File: src/rtl/gradient_descent_scheduler_if.sv
`default_nettype none
// =============================================================================
// gradient_descent_scheduler_if : training-control, buffer and update-unit
// signals seen by the gradient-descent weight-update scheduler.
// Revision: 1.0
// =============================================================================
interface gradient_descent_scheduler_if #(
    parameter int ADDR_W = 4,
    parameter int DATA_W = 16
);
    logic              start_in;
    logic [ADDR_W:0]   len_in;
    logic [DATA_W-1:0] lr_in;
    logic              rd_en_out;
    logic [ADDR_W-1:0] rd_addr_out;
    logic [DATA_W-1:0] rd_w_data_in;
    logic [DATA_W-1:0] rd_g_data_in;
    logic              gd_start_out;
    logic [DATA_W-1:0] gd_lr_out;
    logic [DATA_W-1:0] gd_W_old_out;
    logic [DATA_W-1:0] gd_grad_out;
    logic              gd_done_in;
    logic [DATA_W-1:0] gd_W_updated_in;
    logic              wr_en_out;
    logic [ADDR_W-1:0] wr_addr_out;
    logic [DATA_W-1:0] wr_data_out;
    logic              busy_out;
    logic              done_out;

    // The scheduler is the master: it drives the buffers and the update unit.
    modport master (
        input  start_in, len_in, lr_in, rd_w_data_in, rd_g_data_in,
               gd_done_in, gd_W_updated_in,
        output rd_en_out, rd_addr_out, gd_start_out, gd_lr_out, gd_W_old_out,
               gd_grad_out, wr_en_out, wr_addr_out, wr_data_out, busy_out,
               done_out
    );

    modport slave (
        output start_in, len_in, lr_in, rd_w_data_in, rd_g_data_in,
               gd_done_in, gd_W_updated_in,
        input  rd_en_out, rd_addr_out, gd_start_out, gd_lr_out, gd_W_old_out,
               gd_grad_out, wr_en_out, wr_addr_out, wr_data_out, busy_out,
               done_out
    );
endinterface
`default_nettype wire

File: src/rtl/gradient_descent_scheduler.sv
`default_nettype none
// =============================================================================
// gradient_descent_scheduler : walks a weight range, feeding each weight and
// gradient to the update unit and writing the result back in order.
// Revision: 1.0
// =============================================================================
module gradient_descent_scheduler #(
    parameter int NUM_WEIGHTS = 16,
    parameter int ADDR_W      = 4,
    parameter int DATA_W      = 16
) (
    input  logic clk,
    input  logic rst,
    gradient_descent_scheduler_if.master bus
);

    typedef enum logic [2:0] {
        S_IDLE    = 3'd0,
        S_READ    = 3'd1,
        S_CAPTURE = 3'd2,
        S_ISSUE   = 3'd3,
        S_WAIT    = 3'd4,
        S_WRITE   = 3'd5,
        S_DONE    = 3'd6
    } state_t;

    localparam logic [ADDR_W:0] c_MAX_LEN = (ADDR_W+1)'(NUM_WEIGHTS);
    localparam logic [ADDR_W:0] c_ONE     = (ADDR_W+1)'(1);

    state_t            r_state;
    state_t            w_next_state;
    logic [ADDR_W-1:0] r_idx;
    logic [ADDR_W:0]   r_len;
    logic [DATA_W-1:0] r_lr;
    logic [DATA_W-1:0] r_w_old;
    logic [DATA_W-1:0] r_grad;
    logic [DATA_W-1:0] r_wr_data;
    logic [ADDR_W:0]   w_len_clamped;
    logic              w_last;

    assign w_len_clamped = (bus.len_in > c_MAX_LEN) ? c_MAX_LEN : bus.len_in;
    // r_len is at least 1 whenever WRITE is reached, so len-1 cannot underflow.
    assign w_last        = ({1'b0, r_idx} == (r_len - c_ONE));

    always_ff @(posedge clk or posedge rst) begin
        if (rst) begin
            r_state <= S_IDLE;
        end else begin
            r_state <= w_next_state;
        end
    end

    always_comb begin
        w_next_state     = r_state;
        bus.rd_en_out    = 1'b0;
        bus.gd_start_out = 1'b0;
        bus.wr_en_out    = 1'b0;
        bus.busy_out     = 1'b1;
        bus.done_out     = 1'b0;
        case (r_state)
            S_IDLE: begin
                bus.busy_out = 1'b0;
                if (bus.start_in) begin
                    w_next_state = (w_len_clamped == '0) ? S_DONE : S_READ;
                end
            end
            S_READ: begin
                bus.rd_en_out = 1'b1;
                w_next_state  = S_CAPTURE;
            end
            S_CAPTURE: w_next_state = S_ISSUE;
            S_ISSUE: begin
                bus.gd_start_out = 1'b1;
                w_next_state     = S_WAIT;
            end
            S_WAIT: begin
                if (bus.gd_done_in) begin
                    w_next_state = S_WRITE;
                end
            end
            S_WRITE: begin
                bus.wr_en_out = 1'b1;
                w_next_state  = w_last ? S_DONE : S_READ;
            end
            S_DONE: begin
                bus.done_out = 1'b1;
                w_next_state = S_IDLE;
            end
            default: begin
                bus.busy_out = 1'b0;
                w_next_state = S_IDLE;
            end
        endcase
    end

    always_ff @(posedge clk or posedge rst) begin
        if (rst) begin
            r_idx     <= '0;
            r_len     <= '0;
            r_lr      <= '0;
            r_w_old   <= '0;
            r_grad    <= '0;
            r_wr_data <= '0;
        end else begin
            case (r_state)
                S_IDLE: begin
                    if (bus.start_in) begin
                        r_lr  <= bus.lr_in;
                        r_len <= w_len_clamped;
                        r_idx <= '0;
                    end
                end
                S_CAPTURE: begin
                    r_w_old <= bus.rd_w_data_in;
                    r_grad  <= bus.rd_g_data_in;
                end
                S_WAIT: begin
                    if (bus.gd_done_in) begin
                        r_wr_data <= bus.gd_W_updated_in;
                    end
                end
                S_WRITE: begin
                    if (!w_last) begin
                        r_idx <= r_idx + ADDR_W'(1);
                    end
                end
                default: begin
                end
            endcase
        end
    end

    // Read and write share one index: each write lands before the next read.
    assign bus.rd_addr_out  = r_idx;
    assign bus.wr_addr_out  = r_idx;
    assign bus.gd_lr_out    = r_lr;
    assign bus.gd_W_old_out = r_w_old;
    assign bus.gd_grad_out  = r_grad;
    assign bus.wr_data_out  = r_wr_data;

endmodule
`default_nettype wire

File: src/flat_wrapper.sv
// flat-port wrapper written by rule: the top's interface ports become plain ports
module gradient_descent_scheduler_flat 
#(
    parameter int NUM_WEIGHTS = 16,
    parameter int ADDR_W      = 4,
    parameter int DATA_W      = 16
)
  (clk, rst, bus_start_in, bus_len_in, bus_lr_in, bus_rd_w_data_in, bus_rd_g_data_in, bus_gd_done_in, bus_gd_W_updated_in, bus_rd_en_out, bus_rd_addr_out, bus_gd_start_out, bus_gd_lr_out, bus_gd_W_old_out, bus_gd_grad_out, bus_wr_en_out, bus_wr_addr_out, bus_wr_data_out, bus_busy_out, bus_done_out);
  gradient_descent_scheduler_if #(.ADDR_W(ADDR_W), .DATA_W(DATA_W)) bus_i ();
  input  logic clk;
  input  logic rst;
  input wire logic [$bits(bus_i.start_in)-1:0] bus_start_in;
  input wire logic [$bits(bus_i.len_in)-1:0] bus_len_in;
  input wire logic [$bits(bus_i.lr_in)-1:0] bus_lr_in;
  input wire logic [$bits(bus_i.rd_w_data_in)-1:0] bus_rd_w_data_in;
  input wire logic [$bits(bus_i.rd_g_data_in)-1:0] bus_rd_g_data_in;
  input wire logic [$bits(bus_i.gd_done_in)-1:0] bus_gd_done_in;
  input wire logic [$bits(bus_i.gd_W_updated_in)-1:0] bus_gd_W_updated_in;
  output wire logic [$bits(bus_i.rd_en_out)-1:0] bus_rd_en_out;
  output wire logic [$bits(bus_i.rd_addr_out)-1:0] bus_rd_addr_out;
  output wire logic [$bits(bus_i.gd_start_out)-1:0] bus_gd_start_out;
  output wire logic [$bits(bus_i.gd_lr_out)-1:0] bus_gd_lr_out;
  output wire logic [$bits(bus_i.gd_W_old_out)-1:0] bus_gd_W_old_out;
  output wire logic [$bits(bus_i.gd_grad_out)-1:0] bus_gd_grad_out;
  output wire logic [$bits(bus_i.wr_en_out)-1:0] bus_wr_en_out;
  output wire logic [$bits(bus_i.wr_addr_out)-1:0] bus_wr_addr_out;
  output wire logic [$bits(bus_i.wr_data_out)-1:0] bus_wr_data_out;
  output wire logic [$bits(bus_i.busy_out)-1:0] bus_busy_out;
  output wire logic [$bits(bus_i.done_out)-1:0] bus_done_out;
  assign bus_i.start_in = bus_start_in;
  assign bus_i.len_in = bus_len_in;
  assign bus_i.lr_in = bus_lr_in;
  assign bus_i.rd_w_data_in = bus_rd_w_data_in;
  assign bus_i.rd_g_data_in = bus_rd_g_data_in;
  assign bus_i.gd_done_in = bus_gd_done_in;
  assign bus_i.gd_W_updated_in = bus_gd_W_updated_in;
  assign bus_rd_en_out = bus_i.rd_en_out;
  assign bus_rd_addr_out = bus_i.rd_addr_out;
  assign bus_gd_start_out = bus_i.gd_start_out;
  assign bus_gd_lr_out = bus_i.gd_lr_out;
  assign bus_gd_W_old_out = bus_i.gd_W_old_out;
  assign bus_gd_grad_out = bus_i.gd_grad_out;
  assign bus_wr_en_out = bus_i.wr_en_out;
  assign bus_wr_addr_out = bus_i.wr_addr_out;
  assign bus_wr_data_out = bus_i.wr_data_out;
  assign bus_busy_out = bus_i.busy_out;
  assign bus_done_out = bus_i.done_out;
  gradient_descent_scheduler #(.NUM_WEIGHTS(NUM_WEIGHTS), .ADDR_W(ADDR_W), .DATA_W(DATA_W)) u_core (.clk(clk), .rst(rst), .bus(bus_i));
endmodule
File: config.mk
export PLATFORM = sky130hd
export DESIGN_NAME = gradient_descent_scheduler_flat
export DESIGN_NICKNAME = d
export VERILOG_FILES = /design/src/rtl/gradient_descent_scheduler_if.sv /design/src/rtl/gradient_descent_scheduler.sv /design/src/flat_wrapper.sv
export SDC_FILE = /design/constraint.sdc
export NUM_CORES = 1
export LEC_CHECK = 0
export BUFFER_PORTS_ARGS = -buffer_cell sky130_fd_sc_hd__clkbuf_2
export CORE_MARGIN = 1
export CORE_UTILIZATION = 40
export DETAILED_ROUTE_END_ITERATION = 12
export PLACE_DENSITY = 0.7
export SLEW_MARGIN = 20
export SYNTH_ARGS = -nofsm -noshare
export SYNTH_HDL_FRONTEND = slang
export SYNTH_SLANG_ARGS = --single-unit
File: constraint.sdc
create_clock -name clk -period 2.4 [get_ports clk]
set_input_delay 0.12 -clock clk [delete_from_list [all_inputs] [get_ports clk]]
set_output_delay 0.12 -clock clk [all_outputs]
set_load 0.05 [all_outputs]
==> out/metrics.csv <==
metric,value,unit
outcome,"finished, final reports clean",
largest net degree at the start of global routing,49,
Worst IR Drop VDD,0.000811,V
"commonest non-fill, non-tap cell in the layout",clkbuf_2,
clock sink total,76,
Post-CTS Setup Repair Bufs,0,
Port Buffers,149,
post-CTS sizing,0,
final worst slack,450,ps
register bit total from synthesis,76,
worst-skew pair later-pin latency,340,ps
die height,91.6,um
sequential area share after synthesis,59.3,%
area grow syn2layout,49.8,%
Clock Power Share,12.6,%
Pre-antenna DRT Iters,4,
worst-case clock skew,13.7,ps
register area,1900,um2
Site Rows,32,
grt ovf,0,
Final Cycle Share,81.3,%
critical path arrival,2180,ps
"Warnings, synthesis",0,
Total Power,7.53,mW
dpl ws,463,ps
drt initial violations,108,
Final nets,536,
CP endpoint kind,flop,
CTS max path bufs,2,
CTS H-tree lvls,3,
fill count,603,
Tightest Pin Transition,554,ps
P per Cell Area,1570,nW/um2
CTS Buf Count,9,
post-synthesis cell count,257,
synth unique cells,36,
P_sw,3.95,mW
diode count,0,
max capacitance violation total,0,
HP Class,in -> reg,
"Reg clk slew, reported paths",80,ps
Netlist Area Pre-Place,3210,um2
Initial Util,41.5,%
initial antenna violation count,0,
Critical Path Start,u_core.r_len[0],
Routed Antenna Nets,0,
vias in the first global route,2600,
Mean Syn Cell Area,12.5,um2
Worst R2R Setup Slack,450,ps
multi-input logic area,1220,um2
worst hold path startpoint,bus_rd_w_data_in[8],
Critical Path Source Type,flop,
Worst EP required,2630,ps
Tmin final,1950,ps
Root Driver,clkbuf_8,
"Slowest-stage cell, CP",or4_1,
core footprint,7730,um2
Slew Limit Fails,0,
IO Pins,150,
Pleak,2.46,nW
Die W,91.6,um
first-pass GRT wire length,12.2,mm
share of cells above drive strength 1,45.7,%
count of final setup violators,0,
DRT Wirelength,7.81,mm
Comb power frac,56.4,%
net count after synthesis,332,
fmax,513,MHz
wire length per cell,13.8,um
CP Max Fanout,6,
Setup CP Type,reg -> reg,
drt drc,0,
worst path cell trace,"inv_1, ha_1, nor3b_1, xor2_1, or4_1, a32o_1",
register share of total power,31.0,%
P_int,3.59,mW
RSZ-0062 raised after global routing,false,
DP HPWL,5.02,mm
GRT Resource Usage Total,18.8,%
reg-to-reg startpoint,u_core.r_len[0],
RePlAce Congestion,0.806,
"commonest cells after routing, fill and taps aside","clkbuf_2 (149), dfrtp_1 (76), nand2_1 (59), dlygate4sd3_1 (54), mux2_2 (37)",
vias,2620,
full die area,8380,um2
vias per cell,4.61,
slew margin rel.,63.1,%
switch share,52.4,%
setup TNS,0,ps
CTS tree,built,
post-cts hold buffer count,53,
Worst path max stage delay,540,ps
Hold Fails Final Rpt,0,
-- area by class of cell --
cell class	instances	share of cell area, %
Clock buffer	10	2.65
Clock inverter	6	1.35
Inverter	5	0.416
Multi-Input combinational cell	161	25.3
Sequential cell	76	39.6
Tap cell	102	2.65
Timing Repair Buffer	208	28.1
-- final timing paths --
check,endpoint,cells past startpoint
setup / recovery,u_core.bus.rd_addr_out[1],6
hold / removal,u_core.bus.gd_W_old_out[8],2
setup reg to reg,u_core.bus.rd_addr_out[1],6
max in group asynchronous,u_core.bus.gd_W_old_out[14],4
hold reg to reg,u_core.bus.gd_lr_out[12],2
min in group asynchronous,u_core.bus.gd_lr_out[0],3
-- per-layer routing --
metal	vias up	track usage [%]	part of all wire, %
li1	1287	-	-
met1	1221	23.0	43
met2	105	31.8	50
met3	7	4.27	6.4
met4	0	7.94	1.4
met5	-	0	0
-- power by group through the flow --
stage	combinational (mW)	sequential, mW	clock (mW)
finish	4.25	2.34	0.946
detailed placement	4.20	2.34	0
global route	4.47	2.42	1.04
CTS	4.27	2.33	0.983
floorplan	1.41	4.17	0
global placement	4.14	2.31	0
-- logic make-up (layout without fill, tap and decap cells) --
kind of cell	Yosys count	in the layout	synth area share, %
AOI/OAI and AO/OA	14	14	3.16
xor gates and xnor gates	6	6	2.07
buffers and inverters	20	229	3.28
and+or+nand+nor	88	88	13.7
DFF	76	76	59.3
muxes	51	51	17.8
adders and majority gates	2	2	0.780
-- synth_stat cells --
master | count | share of area [%]
o31ai_1 | 3 | 0.70
buf_2 | 3 | 0.47
buf_4 | 7 | 1.6
mux2i_1 | 3 | 0.94
and3b_1 | 1 | 0.27
a221oi_1 | 1 | 0.27
a311o_1 | 1 | 0.31
o311ai_1 | 1 | 0.27
a21oi_1 | 2 | 0.31
inv_1 | 5 | 0.59
xor2_1 | 3 | 0.82
clkbuf_1 | 5 | 0.59
nor4b_2 | 1 | 0.47
or4_1 | 1 | 0.23
dfrtp_1 | 76 | 59
nand2_1 | 59 | 6.9
nor4b_4 | 1 | 0.74
a31oi_1 | 1 | 0.20
mux2_2 | 37 | 13
nand3_2 | 1 | 0.31
and4_2 | 1 | 0.31
nor3_2 | 2 | 0.62
and2_1 | 2 | 0.39
nor2_1 | 4 | 0.47
a32o_1 | 1 | 0.31
nand3b_1 | 5 | 1.2
mux2_1 | 11 | 3.9
nor3_1 | 5 | 0.78
xnor2_1 | 2 | 0.55
nor3b_1 | 2 | 0.47
o21ai_0 | 3 | 0.47
and3_1 | 1 | 0.20
xnor3_1 | 1 | 0.70
o211a_1 | 1 | 0.31
nand3_1 | 2 | 0.31
ha_1 | 2 | 0.78
-- sequential cells by signal (all words and copies together) (netlist names) --
name                     flops
u_core.r_state               3
u_core.r_len                 5
u_core.bus.wr_data_out      16
u_core.bus.rd_addr_out       4
u_core.bus.gd_lr_out        16
u_core.bus.gd_W_old_out     16
u_core.bus.gd_grad_out      16
-- metrics by stage --
step                util, %  hold WS, ps  cells  instance area, um2
finish                 62.2         21.7    568                4810
global route           62.2         5.38    568                4810
CTS                    62.1        0.211    567                4800
detailed placement     52.7          161    498                4070
global placement       52.7          156    498                4070
floorplan                 -          225    257                3210
-- critical path: cells and delay by family (launching register included) --
kind | cells | cell delay, ps
flops | 1 | 410
fa+ha+maj | 1 | 180
compound gates | 1 | 210
simple gates | 2 | 770
buf+inv | 1 | 90
xor+xnor | 1 | 180
(Power assumes the default switching activity.)
